$ cat config.mk
export PLATFORM = sky130hd
export DESIGN_NAME = rock_ramp_scheduler_flat
export DESIGN_NICKNAME = d
export VERILOG_FILES = /design/src/rtl/rock_ramp_scheduler_pkg.sv /design/src/rtl/rock_ramp_scheduler_if.sv /design/src/rtl/rock_ramp_scheduler_step_timer.sv /design/src/rtl/rock_ramp_scheduler.sv /design/src/flat_wrapper.sv
export SDC_FILE = /design/constraint.sdc
export NUM_CORES = 1
export LEC_CHECK = 0
export CELL_PAD_IN_SITES_DETAIL_PLACEMENT = 2
export CELL_PAD_IN_SITES_GLOBAL_PLACEMENT = 2
export CORE_ASPECT_RATIO = 0.9
export CORE_MARGIN = 2
export CORE_UTILIZATION = 38
export CTS_CLUSTER_DIAMETER = 80
export DETAILED_ROUTE_END_ITERATION = 7
export MAX_ROUTING_LAYER = met4
export PLACE_DENSITY = 0.95
export SETUP_SLACK_MARGIN = 0.3
export SKIP_LAST_GASP = 1
export SYNTH_ARGS = -nofsm -noshare
export SYNTH_HDL_FRONTEND = slang
export SYNTH_SLANG_ARGS = --single-unit
$ cat constraint.sdc
create_clock -name clk -period 3.71 [get_ports clk]
set_input_delay 0.371 -clock clk [delete_from_list [all_inputs] [get_ports clk]]
set_output_delay 0.371 -clock clk [all_outputs]
set_load 0.02 [all_outputs]
$ cat src/rtl/rock_ramp_scheduler_pkg.sv
// Shared types and constants for the rocking ramp scheduler: level width,
// default pacing, FSM state encoding and the work-ordering rule.
package rock_pkg;

  localparam int LVL_W          = 3;
  localparam int LVL_MAX        = (1 << LVL_W) - 1;
  localparam int STEP_TICKS_DEF = 4;
  localparam int HOLD_TICKS_DEF = 8;

  typedef logic [LVL_W-1:0] lvl_t;

  typedef enum logic [2:0] {
    ST_IDLE   = 3'd0,
    ST_AMP_DN = 3'd1,
    ST_FREQ   = 3'd2,
    ST_AMP_UP = 3'd3,
    ST_HOLD   = 3'd4,
    ST_STOP   = 3'd5
  } state_e;

  // Amplitude is lowered before any frequency change and raised after it,
  // so the cradle never rocks at a new frequency with a higher amplitude.
  function automatic state_e first_work(lvl_t tgt_amp, lvl_t tgt_freq,
                                        lvl_t cur_amp, lvl_t cur_freq);
    state_e nxt;
    if (tgt_amp < cur_amp)        nxt = ST_AMP_DN;
    else if (tgt_freq != cur_freq) nxt = ST_FREQ;
    else if (tgt_amp > cur_amp)   nxt = ST_AMP_UP;
    else                          nxt = ST_HOLD;
    return nxt;
  endfunction

endpackage

$ cat src/rtl/rock_ramp_scheduler_if.sv
// Target handshake between the rocking controller (master) and the scheduler (slave).
interface rock_ramp_scheduler_if;

  // A target transfers on a clock edge where tgt_valid and tgt_ready are both
  // high; the master holds tgt_valid/tgt_amp/tgt_freq stable until then, and
  // tgt_valid while tgt_ready is low has no effect.
  logic              tgt_valid;
  rock_pkg::lvl_t    tgt_amp;
  rock_pkg::lvl_t    tgt_freq;
  logic              tgt_ready;

  modport master (output tgt_valid, output tgt_amp, output tgt_freq, input tgt_ready);
  modport slave  (input tgt_valid, input tgt_amp, input tgt_freq, output tgt_ready);

endinterface

$ cat src/rtl/rock_ramp_scheduler_step_timer.sv
// Tick-qualified counter: done fires on the TERM-th enabled cycle since the last
// clear or done, and the count restarts from zero on that same edge.
module step_timer #(
  parameter int TERM = 4
) (
  input  logic clk,
  input  logic reset,
  input  logic clr,
  input  logic en,
  output logic done
);

  localparam int            CW   = (TERM > 1) ? $clog2(TERM) : 1;
  localparam logic [CW-1:0] LAST = CW'(TERM - 1);

  logic [CW-1:0] cnt_q;
  logic [CW-1:0] cnt_d;

  assign done = en && (cnt_q == LAST);

  always_comb begin
    cnt_d = cnt_q;
    if (clr || done) cnt_d = '0;
    else if (en)     cnt_d = cnt_q + 1'b1;
  end

  always_ff @(posedge clk or posedge reset) begin
    if (reset) cnt_q <= '0;
    else       cnt_q <= cnt_d;
  end

endmodule

$ cat src/rtl/rock_ramp_scheduler.sv
// Slews applied amplitude/frequency levels one step at a time toward an accepted
// target, and ramps both to zero (parking there) while a fault is present.
module rock_ramp_scheduler
  import rock_pkg::*;
#(
  parameter int STEP_TICKS = STEP_TICKS_DEF,
  parameter int HOLD_TICKS = HOLD_TICKS_DEF
) (
  input  logic                  clk,
  input  logic                  reset,
  input  logic                  tick,
  input  logic                  fault,
  rock_ramp_scheduler_if.slave  tgt,
  output lvl_t                  amp_out,
  output lvl_t                  freq_out,
  output logic                  busy,
  output logic                  parked,
  output state_e                dbg_state
);

  state_e state_q, state_d;
  lvl_t   amp_q, amp_d;
  lvl_t   freq_q, freq_d;
  lvl_t   tamp_q, tamp_d;
  lvl_t   tfreq_q, tfreq_d;
  logic   ready_q, ready_d;
  logic   busy_q, busy_d;
  logic   parked_q, parked_d;

  logic fault_preempt;
  logic stepping;
  logic step_en, step_done, step_clr;
  logic hold_en, hold_done, hold_clr;

  // A fault already being serviced must not freeze the ramp-down it started.
  assign fault_preempt = fault && (state_q != ST_STOP);
  assign stepping      = (state_q == ST_AMP_DN) || (state_q == ST_FREQ) ||
                         (state_q == ST_AMP_UP) ||
                         ((state_q == ST_STOP) && ((amp_q != '0) || (freq_q != '0)));
  assign step_en       = tick && !fault_preempt && stepping;
  assign hold_en       = tick && !fault_preempt && (state_q == ST_HOLD);
  assign step_clr      = (state_d != state_q);
  assign hold_clr      = (state_q != ST_HOLD);

  step_timer #(.TERM(STEP_TICKS)) u_step_timer (
    .clk   (clk),
    .reset (reset),
    .clr   (step_clr),
    .en    (step_en),
    .done  (step_done)
  );

  step_timer #(.TERM(HOLD_TICKS)) u_hold_timer (
    .clk   (clk),
    .reset (reset),
    .clr   (hold_clr),
    .en    (hold_en),
    .done  (hold_done)
  );

  always_comb begin
    state_d = state_q;
    amp_d   = amp_q;
    freq_d  = freq_q;
    tamp_d  = tamp_q;
    tfreq_d = tfreq_q;
    if (fault_preempt) begin
      state_d = ST_STOP;
      tamp_d  = '0;
      tfreq_d = '0;
    end else begin
      unique case (state_q)
        ST_IDLE: begin
          if (tgt.tgt_valid && ready_q) begin
            tamp_d  = tgt.tgt_amp;
            tfreq_d = tgt.tgt_freq;
            state_d = first_work(tgt.tgt_amp, tgt.tgt_freq, amp_q, freq_q);
          end
        end
        ST_AMP_DN: begin
          if (step_done) begin
            amp_d = amp_q - 1'b1;
            if (amp_d == tamp_q) state_d = first_work(tamp_q, tfreq_q, amp_d, freq_q);
          end
        end
        ST_FREQ: begin
          if (step_done) begin
            freq_d = (tfreq_q > freq_q) ? freq_q + 1'b1 : freq_q - 1'b1;
            if (freq_d == tfreq_q) state_d = first_work(tamp_q, tfreq_q, amp_q, freq_d);
          end
        end
        ST_AMP_UP: begin
          if (step_done) begin
            amp_d = (amp_q == lvl_t'(LVL_MAX)) ? amp_q : amp_q + 1'b1;
            if (amp_d == tamp_q) state_d = ST_HOLD;
          end
        end
        ST_HOLD: begin
          if (hold_done) state_d = ST_IDLE;
        end
        ST_STOP: begin
          if (step_done) begin
            if (amp_q != '0) amp_d  = amp_q - 1'b1;
            else             freq_d = freq_q - 1'b1;
          end
          // Leave only once fully ramped down and the fault has cleared.
          if (!fault && (amp_d == '0) && (freq_d == '0)) state_d = ST_IDLE;
        end
        default: state_d = ST_IDLE;
      endcase
    end

    ready_d  = (state_d == ST_IDLE);
    parked_d = (state_d == ST_STOP) && (amp_d == '0) && (freq_d == '0) && fault;
    busy_d   = (state_d != ST_IDLE) && !parked_d;
  end

  always_ff @(posedge clk or posedge reset) begin
    if (reset) begin
      state_q  <= ST_IDLE;
      amp_q    <= '0;
      freq_q   <= '0;
      tamp_q   <= '0;
      tfreq_q  <= '0;
      ready_q  <= 1'b1;
      busy_q   <= 1'b0;
      parked_q <= 1'b0;
    end else begin
      state_q  <= state_d;
      amp_q    <= amp_d;
      freq_q   <= freq_d;
      tamp_q   <= tamp_d;
      tfreq_q  <= tfreq_d;
      ready_q  <= ready_d;
      busy_q   <= busy_d;
      parked_q <= parked_d;
    end
  end

  assign tgt.tgt_ready = ready_q;
  assign amp_out       = amp_q;
  assign freq_out      = freq_q;
  assign busy          = busy_q;
  assign parked        = parked_q;
  assign dbg_state     = state_q;

endmodule

$ cat src/flat_wrapper.sv
// flat-port wrapper written by rule: the top's interface ports become plain ports
module rock_ramp_scheduler_flat import rock_pkg::*;
#(
  parameter int STEP_TICKS = STEP_TICKS_DEF,
  parameter int HOLD_TICKS = HOLD_TICKS_DEF
)
  (clk, reset, tick, fault, amp_out, freq_out, busy, parked, dbg_state, tgt_tgt_valid, tgt_tgt_amp, tgt_tgt_freq, tgt_tgt_ready);
  rock_ramp_scheduler_if tgt_i ();
  input  logic clk;
  input  logic reset;
  input  logic tick;
  input  logic fault;
  output lvl_t amp_out;
  output lvl_t freq_out;
  output logic busy;
  output logic parked;
  output state_e dbg_state;
  input wire logic [$bits(tgt_i.tgt_valid)-1:0] tgt_tgt_valid;
  input wire logic [$bits(tgt_i.tgt_amp)-1:0] tgt_tgt_amp;
  input wire logic [$bits(tgt_i.tgt_freq)-1:0] tgt_tgt_freq;
  output wire logic [$bits(tgt_i.tgt_ready)-1:0] tgt_tgt_ready;
  assign tgt_i.tgt_valid = tgt_tgt_valid;
  assign tgt_i.tgt_amp = tgt_tgt_amp;
  assign tgt_i.tgt_freq = tgt_tgt_freq;
  assign tgt_tgt_ready = tgt_i.tgt_ready;
  rock_ramp_scheduler #(.STEP_TICKS(STEP_TICKS), .HOLD_TICKS(HOLD_TICKS)) u_core (.clk(clk), .reset(reset), .tick(tick), .fault(fault), .tgt(tgt_i), .amp_out(amp_out), .freq_out(freq_out), .busy(busy), .parked(parked), .dbg_state(dbg_state));
endmodule
==> results of run 1 <==
area by class of cell:
type                    count  share of cell area
inverters                  15              0.0223
repair buffers             24              0.0933
multi-input cells         206               0.600
flip-flops and latches     23               0.229
clock inverters             1             0.00298
diodes                      1            0.000993
clock buffers               3              0.0164
well taps                  70              0.0348
per-stage QoR:
stage,power [uW],util
after floorplan,997,-
after global placement,1270,0.436
after detailed placement,1350,0.436
after CTS,1560,0.445
after global routing,1680,0.445
final,1570,0.445
worst max path at each step:
stage	slack [ns]	endpoint
after floorplan	1.22	u_core.busy
after global placement	0.75	u_core.u_step_timer.cnt_q[0]
after detailed placement	0.63	u_core.u_step_timer.cnt_q[0]
after CTS	0.64	u_core.u_step_timer.cnt_q[1]
after global routing	0.35	u_core.u_step_timer.cnt_q[1]
final	0.58	u_core.u_step_timer.cnt_q[0]
power groups by stage:
stage / clock network (uW) / logic (uW) / registers [uW]
2_1_floorplan: 0 / 601 / 396
3_3_place_gp: 0 / 897 / 376
3_5_place_dp: 0 / 966 / 384
4_1_cts: 177 / 1000 / 380
5_1_grt: 187 / 1110 / 388
6_report: 172 / 1020 / 382
flip-flops by register name, summed over array words and instances (netlist names):
name and flops:
u_core.dbg_state 3, u_core.amp_out 3, u_core.tgt.tgt_ready 1, u_core.freq_out 3
u_core.u_hold_timer.cnt_q 3, u_core.tamp_q 3, u_core.u_step_timer.cnt_q 2, u_core.tfreq_q 3
u_core.parked 1, u_core.busy 1
cells in the mapped netlist (3+ instances only):
cell type / number
dfrtp_1: 22
nand2_1: 22
ha_1: 21
a21oi_1: 20
nor2_1: 16
inv_1: 15
o21ai_0: 13
xnor2_1: 11
nand3_1: 7
nand3b_1: 6
a31oi_1: 5
and3_1: 5
nand2b_1: 5
o2111ai_1: 4
xor2_1: 4
buf_4: 3
buf_6: 3
nand4_1: 3
nor3_1: 3
nor3b_1: 3
nor4_1: 3
o211ai_1: 3
critical path, cell delays in order (launching register included):
cell and delay (ns):
dfrtp_1 0.53, inv_1 0.19, ha_1 0.35, nand3_1 0.21, a21boi_0 0.36, mux2_1 0.42
xnor2_1 0.34, nand3_1 0.22, o2111ai_1 0.29, a21oi_1 0.10
per-layer routing:
metal / wire length (um) / track usage / vias to the layer above
met5: 0 / - / -
met4: 329 / 0.114 / 0
met3: 583 / 0.0628 / 26
met2: 4490 / 0.482 / 90
met1: 3670 / 0.359 / 1139
li1: - / - / 981
kinds of logic (layout without fill, tap and decap cells):
| kind of cell | after synthesis | after routing |
|---|---|---|
| xor gates and xnor gates | 15 | 15 |
| other | 0 | 1 |
| and+or+nand+nor | 93 | 93 |
| AOI/OAI and AO/OA | 74 | 74 |
| muxes | 3 | 3 |
| DFF | 23 | 23 |
| adders and majority gates | 21 | 21 |
| buffers and inverters | 24 | 43 |
==> results.sh, run 1 <==
export IMPL_slew_viol_final=0
export IMPL_fin_setup_tns_ns=0
export IMPL_postSynth_asyncResetShare=1.00
export IMPL_die_w_um=84.5
export IMPL_floorplan_die_height_um=76.4
export IMPL_ctsResizeCount=0
export IMPL_ys_seq_area_frac=0.260
export IMPL_reg2reg_to="u_core.u_step_timer.cnt_q[0]"
export IMPL_setup_viol=0
export IMPL_drv_max_cap_violation_count=0
export IMPL_finalNetCount=305
export IMPL_synth_xor_xnor_area_share=0.0593
export IMPL_hold_violations=0
export IMPL_fin_skew_ns=0.00281
export IMPL_timing_worst_setup_path_type="reg -> reg"
export IMPL_worst_endpoint_arrival_ns=3.29
export IMPL_floorplan_initialDensity=0.391
export IMPL_drt_first_pass_iters=4
export IMPL_commonest_register_cell_after_synthesis="dfrtp_1"
export IMPL_rsz_0062_raised_after_global_routing="no"
export IMPL_yosys_top_cells_area="dfrtp_1 (25%), ha_1 (12%), a21oi_1 (4.5%), xnor2_1 (4.3%), nand2_1 (3.7%)"
export IMPL_p_clk_frac=0.109
export IMPL_synth_compound_gate_area_share=0.234
export IMPL_r2r_cells=9
export IMPL_multiInputGateArea_um2=1510
export IMPL_rrSetupSlack_ns=0.58
export IMPL_holdPathEnd="u_core.tfreq_q[0]"
export IMPL_core_rowCount=26
export IMPL_cts_clk_slew_worst_paths_ns=0.09
export IMPL_overflow=0
export IMPL_total_wirelength_of_the_detailed_routed_design_mm=9.07
export IMPL_cts_max_level=1
export IMPL_dp_cells=338
export IMPL_maxClockFrequency_ghz=0.320
export IMPL_crit_path_max_fanout=6
export IMPL_postPlaceCellArea_um2=2470
export IMPL_finish_cell_count_without_fillers=343
export IMPL_synth_largest_area_cell="dfrtp_1"
export IMPL_synthAdderAreaFrac=0.119
export IMPL_via_count=2236
export IMPL_detailed_place_hpwl_mm=6.83
export IMPL_post_synth_cell_area_avg_um2=8.76
export IMPL_final_cell_area_um2=2520
export IMPL_power_internal_uw=760
export IMPL_syn_num_nets=285
export IMPL_worstMarginPinSlew_ns=1.02
export IMPL_cts_root_buf="clkbuf_8"
export IMPL_post_cts_setup_buffers=0
export IMPL_die_area_um2=6460
export IMPL_comb_power_share=0.648
export IMPL_swShare=0.517
export IMPL_netlist_area_um2=2220
export IMPL_clk_latency_ns=0.28
export IMPL_dp_slack_ns=0.627
export IMPL_avgRoutedWirePerCell_um=26.5
export IMPL_gr_usage_all_layers=0.296
export IMPL_synthMuxAreaShare=0.0147
export IMPL_yosysUniqueCellTypes=65
export IMPL_netlist_instances=253
export IMPL_io_count=23
export IMPL_required_ns=3.87
export IMPL_coreArea_um2=5660
export IMPL_area_growth_pct=13.7
export IMPL_grt_start_max_net_pins=24
export IMPL_via_per_inst=6.52
export IMPL_irDropWorstVdd_mv=0.297
export IMPL_mostFrequentLayoutCells="nand2_1 (22), clkdlybuf4s50_1 (22), dfrtp_1 (22)"
export IMPL_global_route_wire_length_before_repair_mm=14.3
export IMPL_synth_area_in_simple_gates=0.256
export IMPL_synth_top_family_by_area="simple AND/OR/NAND/NOR gates"
export IMPL_crit_reg_reg_startpoint="u_core.freq_out[1]"
export IMPL_worst_setup_path_end_kind="flop"
export IMPL_timing_hold_ws_ns=0.534
export IMPL_gp_congestion=0.922
export IMPL_clock_path_buffers=2
export IMPL_cts_hold_repair_buffers=0
export IMPL_fraction_of_final_layout_cells_with_drive_strength_greater_than_1=0.0882
export IMPL_clock_sinks=23
export IMPL_dr_first_iter_drc_count=211
export IMPL_final_setup_worst_slack_ns=0.582
export IMPL_power_switching_uw=813
export IMPL_ff_latch_area_um2=577
export IMPL_worst_slew_margin_rel=0.316
export IMPL_timing_critical_path_from="u_core.freq_out[1]"
export IMPL_tritoncts_clock_tree="built"
export IMPL_min_delay_start="u_core.tfreq_q[0]"
export IMPL_synth_edf_count=0
export IMPL_grt_antenna_before_repair=1
export IMPL_number_of_instances_on_the_worst_hold_path=2
export IMPL_layout_min_cycle_time_ns=3.13
export IMPL_startpoint_type="flop"
export IMPL_vias_in_the_first_global_route=2415
export IMPL_leakage_uw=0.00102
export IMPL_power_density_nw_per_um2=624
export IMPL_route_antenna_remaining_nets=0
export IMPL_synth_largest_type_area_fraction=0.248
export IMPL_period_share=0.843
export IMPL_min_delay_path_class="reg -> reg"
export IMPL_io_buffer_count=22
export IMPL_seq_power_share=0.243
export IMPL_fillers=626
export IMPL_ys_seq_elements=23
export IMPL_detail_route_drc_violations=0
export IMPL_cts_inserted_buffers=3
export IMPL_run_status="complete, no violations"
export IMPL_synth_warnings=0
Power figures use the tool's default switching activity.
==> inputs of run 2 (changes only) <==
CORE_UTILIZATION = 35   (was 38)
PLACE_DENSITY = 0.91   (was 0.95)
clock period = 3.2 ns   (was 3.71 ns; I/O delays follow)
==> run 2 against run 1 <==
Cell count is 6.1% higher. Die area is 8.1% higher. Worst setup slack worse by 0.16 ns. Sequential power is 13% higher. Via count is 2.5% lower. Global-route usage is 3.8 points lower. Worst hold slack better by 0.010 ns. Clock power is 16% higher. Largest cell class unchanged.
==> results.sh, run 2 (same netlist as run 1, synthesis figures left out) <==
export IMPL_worst_slew_margin_rel=0.331
export IMPL_io_buffer_count=22
export IMPL_drt_first_pass_iters=4
export IMPL_detailed_place_hpwl_mm=6.36
export IMPL_floorplan_initialDensity=0.362
export IMPL_startpoint_type="flop"
export IMPL_period_share=0.867
export IMPL_coreArea_um2=6110
export IMPL_clock_sinks=23
export IMPL_route_antenna_remaining_nets=0
export IMPL_cp_slowest_cell="dfrtp_2"
export IMPL_worstMarginPinSlew_ns=1.00
export IMPL_antenna_cells_inserted=0
export IMPL_globalRoute_busiestLayer="met2"
export IMPL_avgRoutedWirePerCell_um=22.8
export IMPL_die_w_um=87.9
export IMPL_post_cts_setup_buffers=0
export IMPL_ff_latch_area_um2=581
export IMPL_io_count=23
export IMPL_die_area_um2=6980
export IMPL_worst_endpoint_arrival_ns=2.93
export IMPL_drv_max_cap_violation_count=0
export IMPL_floorplan_die_height_um=79.5
export IMPL_setup_viol=0
export IMPL_critical_path_max_stage_delay_ns=0.47
export IMPL_gr_usage_all_layers=0.258
export IMPL_clk_latency_ns=0.28
export IMPL_cts_hold_repair_buffers=0
export IMPL_rsz_0062_raised_after_global_routing="no"
export IMPL_area_growth_pct=18.5
export IMPL_timing_worst_setup_path_type="reg -> reg"
export IMPL_power_density_nw_per_um2=696
export IMPL_fraction_of_final_layout_cells_with_drive_strength_greater_than_1=0.141
export IMPL_cts_max_level=1
export IMPL_fin_setup_tns_ns=0
export IMPL_gr_usage_met3=0.0279
export IMPL_use_met1=0.327
export IMPL_mostFrequentLayoutCells="nand2_1 (22), clkdlybuf4s50_1 (22), ha_1 (21)"
export IMPL_slew_viol_final=0
export IMPL_required_ns=3.36
export IMPL_irDropWorstVdd_mv=0.231
export IMPL_core_rowCount=27
export IMPL_dr_first_iter_drc_count=128
export IMPL_detail_route_drc_violations=0
export IMPL_worst_setup_path_end_kind="flop"
export IMPL_maxClockFrequency_ghz=0.361
export IMPL_global_route_wire_length_before_repair_mm=13.3
export IMPL_grt_start_max_net_pins=24
export IMPL_crit_path_max_fanout=6
export IMPL_min_delay_path_class="reg -> reg"
export IMPL_timing_hold_ws_ns=0.544
export IMPL_via_per_inst=5.99
export IMPL_cts_root_buf="clkbuf_8"
export IMPL_via_count=2179
export IMPL_grt_met2_usage=0.434
export IMPL_overflow=0
export IMPL_fillers=673
export IMPL_cts_inserted_buffers=3
export IMPL_leakage_uw=0.00106
export IMPL_gp_congestion=0.964
export IMPL_cts_clk_slew_worst_paths_ns=0.10
export IMPL_run_status="complete, no violations"
export IMPL_tritoncts_clock_tree="built"
export IMPL_grt_antenna_before_repair=0
export IMPL_total_wirelength_of_the_detailed_routed_design_mm=8.29
export IMPL_layout_min_cycle_time_ns=2.77
export IMPL_finalNetCount=310
export IMPL_timing_critical_path_cells="inv_1 > ha_1 > and4bb_4 > nor3_4 > o211ai_1 > xnor2_1 > nand4bb_1 > nor4_2 > a31oi_1"
export IMPL_multiInputGateArea_um2=1560
export IMPL_hold_violations=0
export IMPL_ctsResizeCount=3
export IMPL_fin_skew_ns=0.0136
export IMPL_vias_in_the_first_global_route=2408
export IMPL_clock_path_buffers=2
run 2: cell count changes in the layout (fill, tap and decap cells not counted), moves of 2 or more:
cell,change
dfrtp_2,+3
a311oi_2,+2
a311oi_1,-2
dfrtp_1,-3
buf_4,+5
run 2: metal layers:
metal	up-vias	wire length, um
met5	-	0
met4	0	151
met3	12	301
met2	57	4160
met1	1118	3680
li1	992	-
run 2: final timing paths:
check	startpoint	endpoint	slack, ns	cells after the start
max	u_core.amp_out[1]	u_core.busy	0.43	9
min	u_core.tfreq_q[0]	u_core.tfreq_q[0]	0.54	2
max reg2reg	u_core.amp_out[1]	u_core.busy	0.43	9
min reg2reg	u_core.tfreq_q[0]	u_core.tfreq_q[0]	0.54	2
max in group asynchronous	reset	u_core.freq_out[1]	1.94	2
min in group asynchronous	reset	u_core.dbg_state[2]	0.57	2
run 2: layout make-up:
cell class / instances / area share
sequential: 23 / 0.221
clock inverter: 1 / 0.00286
clock buffer: 3 / 0.0157
inverter: 15 / 0.0214
tap: 87 / 0.0415
timing repair buffer: 29 / 0.104
multi-input combinational: 206 / 0.593
run 2: report_power, final:
group / internal (uW) / leakage (uW) / switching (uW)
Sequential: 345 / 0.000282 / 84.8
Clock: 88.5 / 0.0000217 / 111
Combinational: 487 / 0.000753 / 710
run 2: critical path, delay by kind of cell, from the launching register on:
| family | cells | cell delay [ns] |
|---|---|---|
| fa+ha+maj | 1 | 0.36 |
| simple gates | 4 | 0.99 |
| buf+inv | 1 | 0.21 |
| xor+xnor | 1 | 0.17 |
| compound gates | 2 | 0.45 |
| flops | 1 | 0.47 |
run 2: metrics by stage:
step | util | setup WS [ns] | cells | total power, uW | area, um2
after CTS | 0.423 | 0.345 | 364 | 1790 | 2580
after global placement | 0.413 | 0.242 | 360 | 1500 | 2530
final | 0.429 | 0.427 | 364 | 1830 | 2630
after global routing | 0.429 | 0.357 | 364 | 1960 | 2630
after floorplan | - | 0.709 | 253 | 1160 | 2220
after detailed placement | 0.413 | 0.175 | 360 | 1570 | 2530
==> inputs of run 3 (changes only) <==
PLACE_DENSITY = 0.81   (was 0.91)
==> run 3 against run 2 <==
Worst hold slack better by 0.0038 ns. Critical path depth is the same. Register-to-register slack is essentially flat. Critical path type unchanged. Clock skew down 0.0092 ns. Utilization down 0.25 points. Sequential share of layout area grew 0.079 points. Global-route usage shrank 0.28 points. Largest power group unchanged. Sequential cell count is the same. Sequential power down 3%.
==> results.sh, run 3 (same netlist as run 1, synthesis figures left out) <==
export IMPL_run_status="complete, no violations"
export IMPL_floorplan_initialDensity=0.362
export IMPL_r2r_cells=9
export IMPL_maxClockFrequency_ghz=0.361
export IMPL_rsz_0062_raised_after_global_routing="no"
export IMPL_die_w_um=87.9
export IMPL_globalRoute_busiestLayer="met2"
export IMPL_overflow=0
export IMPL_route_antenna_remaining_nets=0
export IMPL_grt_start_max_net_pins=24
export IMPL_coreArea_um2=6110
export IMPL_gp_congestion=0.929
export IMPL_layout_min_cycle_time_ns=2.77
export IMPL_dp_slack_ns=0.241
export IMPL_via_per_inst=5.92
export IMPL_gr_usage_all_layers=0.255
export IMPL_setup_viol=0
export IMPL_hold_violations=0
export IMPL_grt_antenna_before_repair=0
export IMPL_power_density_nw_per_um2=688
export IMPL_timing_critical_path_from="u_core.freq_out[2]"
export IMPL_total_wirelength_of_the_detailed_routed_design_mm=8.00
export IMPL_timing_critical_path_cells="inv_1 > ha_1 > nand3_1 > a21boi_2 > mux2_1 > a21oi_1 > o22ai_2 > nor4_2 > a31oi_1"
export IMPL_cts_max_level=1
export IMPL_antenna_cells_inserted=0
export IMPL_cts_clk_slew_worst_paths_ns=0.10
export IMPL_required_ns=3.36
export IMPL_area_growth_pct=17.8
export IMPL_totalPowerFinal_uw=1800
export IMPL_global_route_wire_length_before_repair_mm=13.1
export IMPL_detail_route_drc_violations=0
export IMPL_period_share=0.866
export IMPL_dr_first_iter_drc_count=138
export IMPL_via_count=2162
export IMPL_drt_first_pass_iters=4
export IMPL_gr_usage_met3=0.0279
export IMPL_avgRoutedWirePerCell_um=21.9
export IMPL_floorplan_die_height_um=79.5
export IMPL_finalCoreUtilization=0.427
export IMPL_die_area_um2=6980
export IMPL_finalNetCount=311
export IMPL_cts_inserted_buffers=3
export IMPL_drv_max_cap_violation_count=0
export IMPL_clk_latency_ns=0.28
export IMPL_cts_root_buf="clkbuf_8"
export IMPL_reg2reg_to="u_core.busy"
export IMPL_io_buffer_count=22
export IMPL_crit_path_max_fanout=7
export IMPL_fin_setup_tns_ns=0
export IMPL_slew_viol_final=0
export IMPL_worst_setup_path_end_kind="flop"
export IMPL_timing_worst_setup_path_type="reg -> reg"
export IMPL_worstMarginPinSlew_ns=0.957
export IMPL_clock_sinks=23
export IMPL_leakage_uw=0.00106
export IMPL_min_delay_path_class="in -> async"
export IMPL_clock_path_buffers=2
export IMPL_mostFrequentLayoutCells="nand2_1 (22), clkdlybuf4s50_1 (22), ha_1 (21)"
export IMPL_startpoint_type="flop"
export IMPL_post_cts_setup_buffers=0
export IMPL_fraction_of_final_layout_cells_with_drive_strength_greater_than_1=0.126
export IMPL_rrSetupSlack_ns=0.43
export IMPL_cts_hold_repair_buffers=0
export IMPL_crit_reg_reg_startpoint="u_core.freq_out[2]"
export IMPL_use_met1=0.343
export IMPL_worst_slew_margin_rel=0.362
export IMPL_io_count=23
export IMPL_final_setup_worst_slack_ns=0.428
export IMPL_vias_in_the_first_global_route=2306
export IMPL_irDropWorstVdd_mv=0.399
export IMPL_critical_path_max_stage_delay_ns=0.47
export IMPL_fin_skew_ns=0.00441
export IMPL_tritoncts_clock_tree="built"
export IMPL_core_rowCount=27
export IMPL_cp_slowest_cell="dfrtp_2"
export IMPL_grt_met2_usage=0.414
export IMPL_worst_endpoint_arrival_ns=2.93
export IMPL_detailed_place_hpwl_mm=6.22
==> run 3: changes by cell type in the layout (fill, tap and decap cells not counted) <==
cell and change:
a311oi_1 +2, a311oi_2 -2, o2111ai_1 +1, dfrtp_2 -1, nor2_2 -1, nor2_1 +1, buf_4 +1, o2111ai_2 -1
dfrtp_1 +1
==> run 3: final cells by class <==
cell class	count	area [um2]
clock buffer	3	41.3
clock inverter	1	7.51
fill	688	3500
inverter	15	56.3
multi-input combinational	206	1540
sequential	23	579
tap	87	109
timing repair buffer	30	280
==> run 3: worst max path at each step <==
stage	slack [ns]	end
after CTS	0.31	u_core.u_step_timer.cnt_q[1]
after floorplan	0.71	u_core.busy
final	0.43	u_core.busy
after global routing	0.30	u_core.tgt.tgt_ready
after global placement	0.28	u_core.u_step_timer.cnt_q[0]
after detailed placement	0.24	u_core.u_step_timer.cnt_q[1]
==> run 3: where the power goes <==
part           switching (uW)  leakage, uW  internal, uW
Clock                     116    0.0000217          88.7
Combinational             689     0.000755           482
Sequential               75.0     0.000283           344
Total                     881      0.00106           915
==> run 3: repair_timing <==
item	4_1_cts	5_1_grt
setup endpoints to repair	3	8
gates resized for setup	1	6
gates cloned	0	0
==> run 3: worst max-delay path, delay by kind of cell (launching register included) <==
family / cells / cell delay, ns
adders and majority gates: 1 / 0.35
AOI/OAI and AO/OA: 4 / 0.68
and+or+nand+nor: 2 / 0.60
DFF: 1 / 0.47
muxes: 1 / 0.44
buffers and inverters: 1 / 0.11
==> run 3: layer usage <==
layer	vias up	wire [um]
met5	-	0
met4	0	131
met3	16	346
met2	57	3870
met1	1092	3650
li1	997	-
==> run 3: metrics by stage <==
stage | area, um2 | std cells | hold slack (ns)
2_1_floorplan | 2220 | 253 | 0.321
3_3_place_gp | 2530 | 361 | 0.518
3_5_place_dp | 2530 | 361 | 0.539
4_1_cts | 2580 | 365 | 0.553
5_1_grt | 2610 | 365 | 0.569
6_report | 2610 | 365 | 0.548
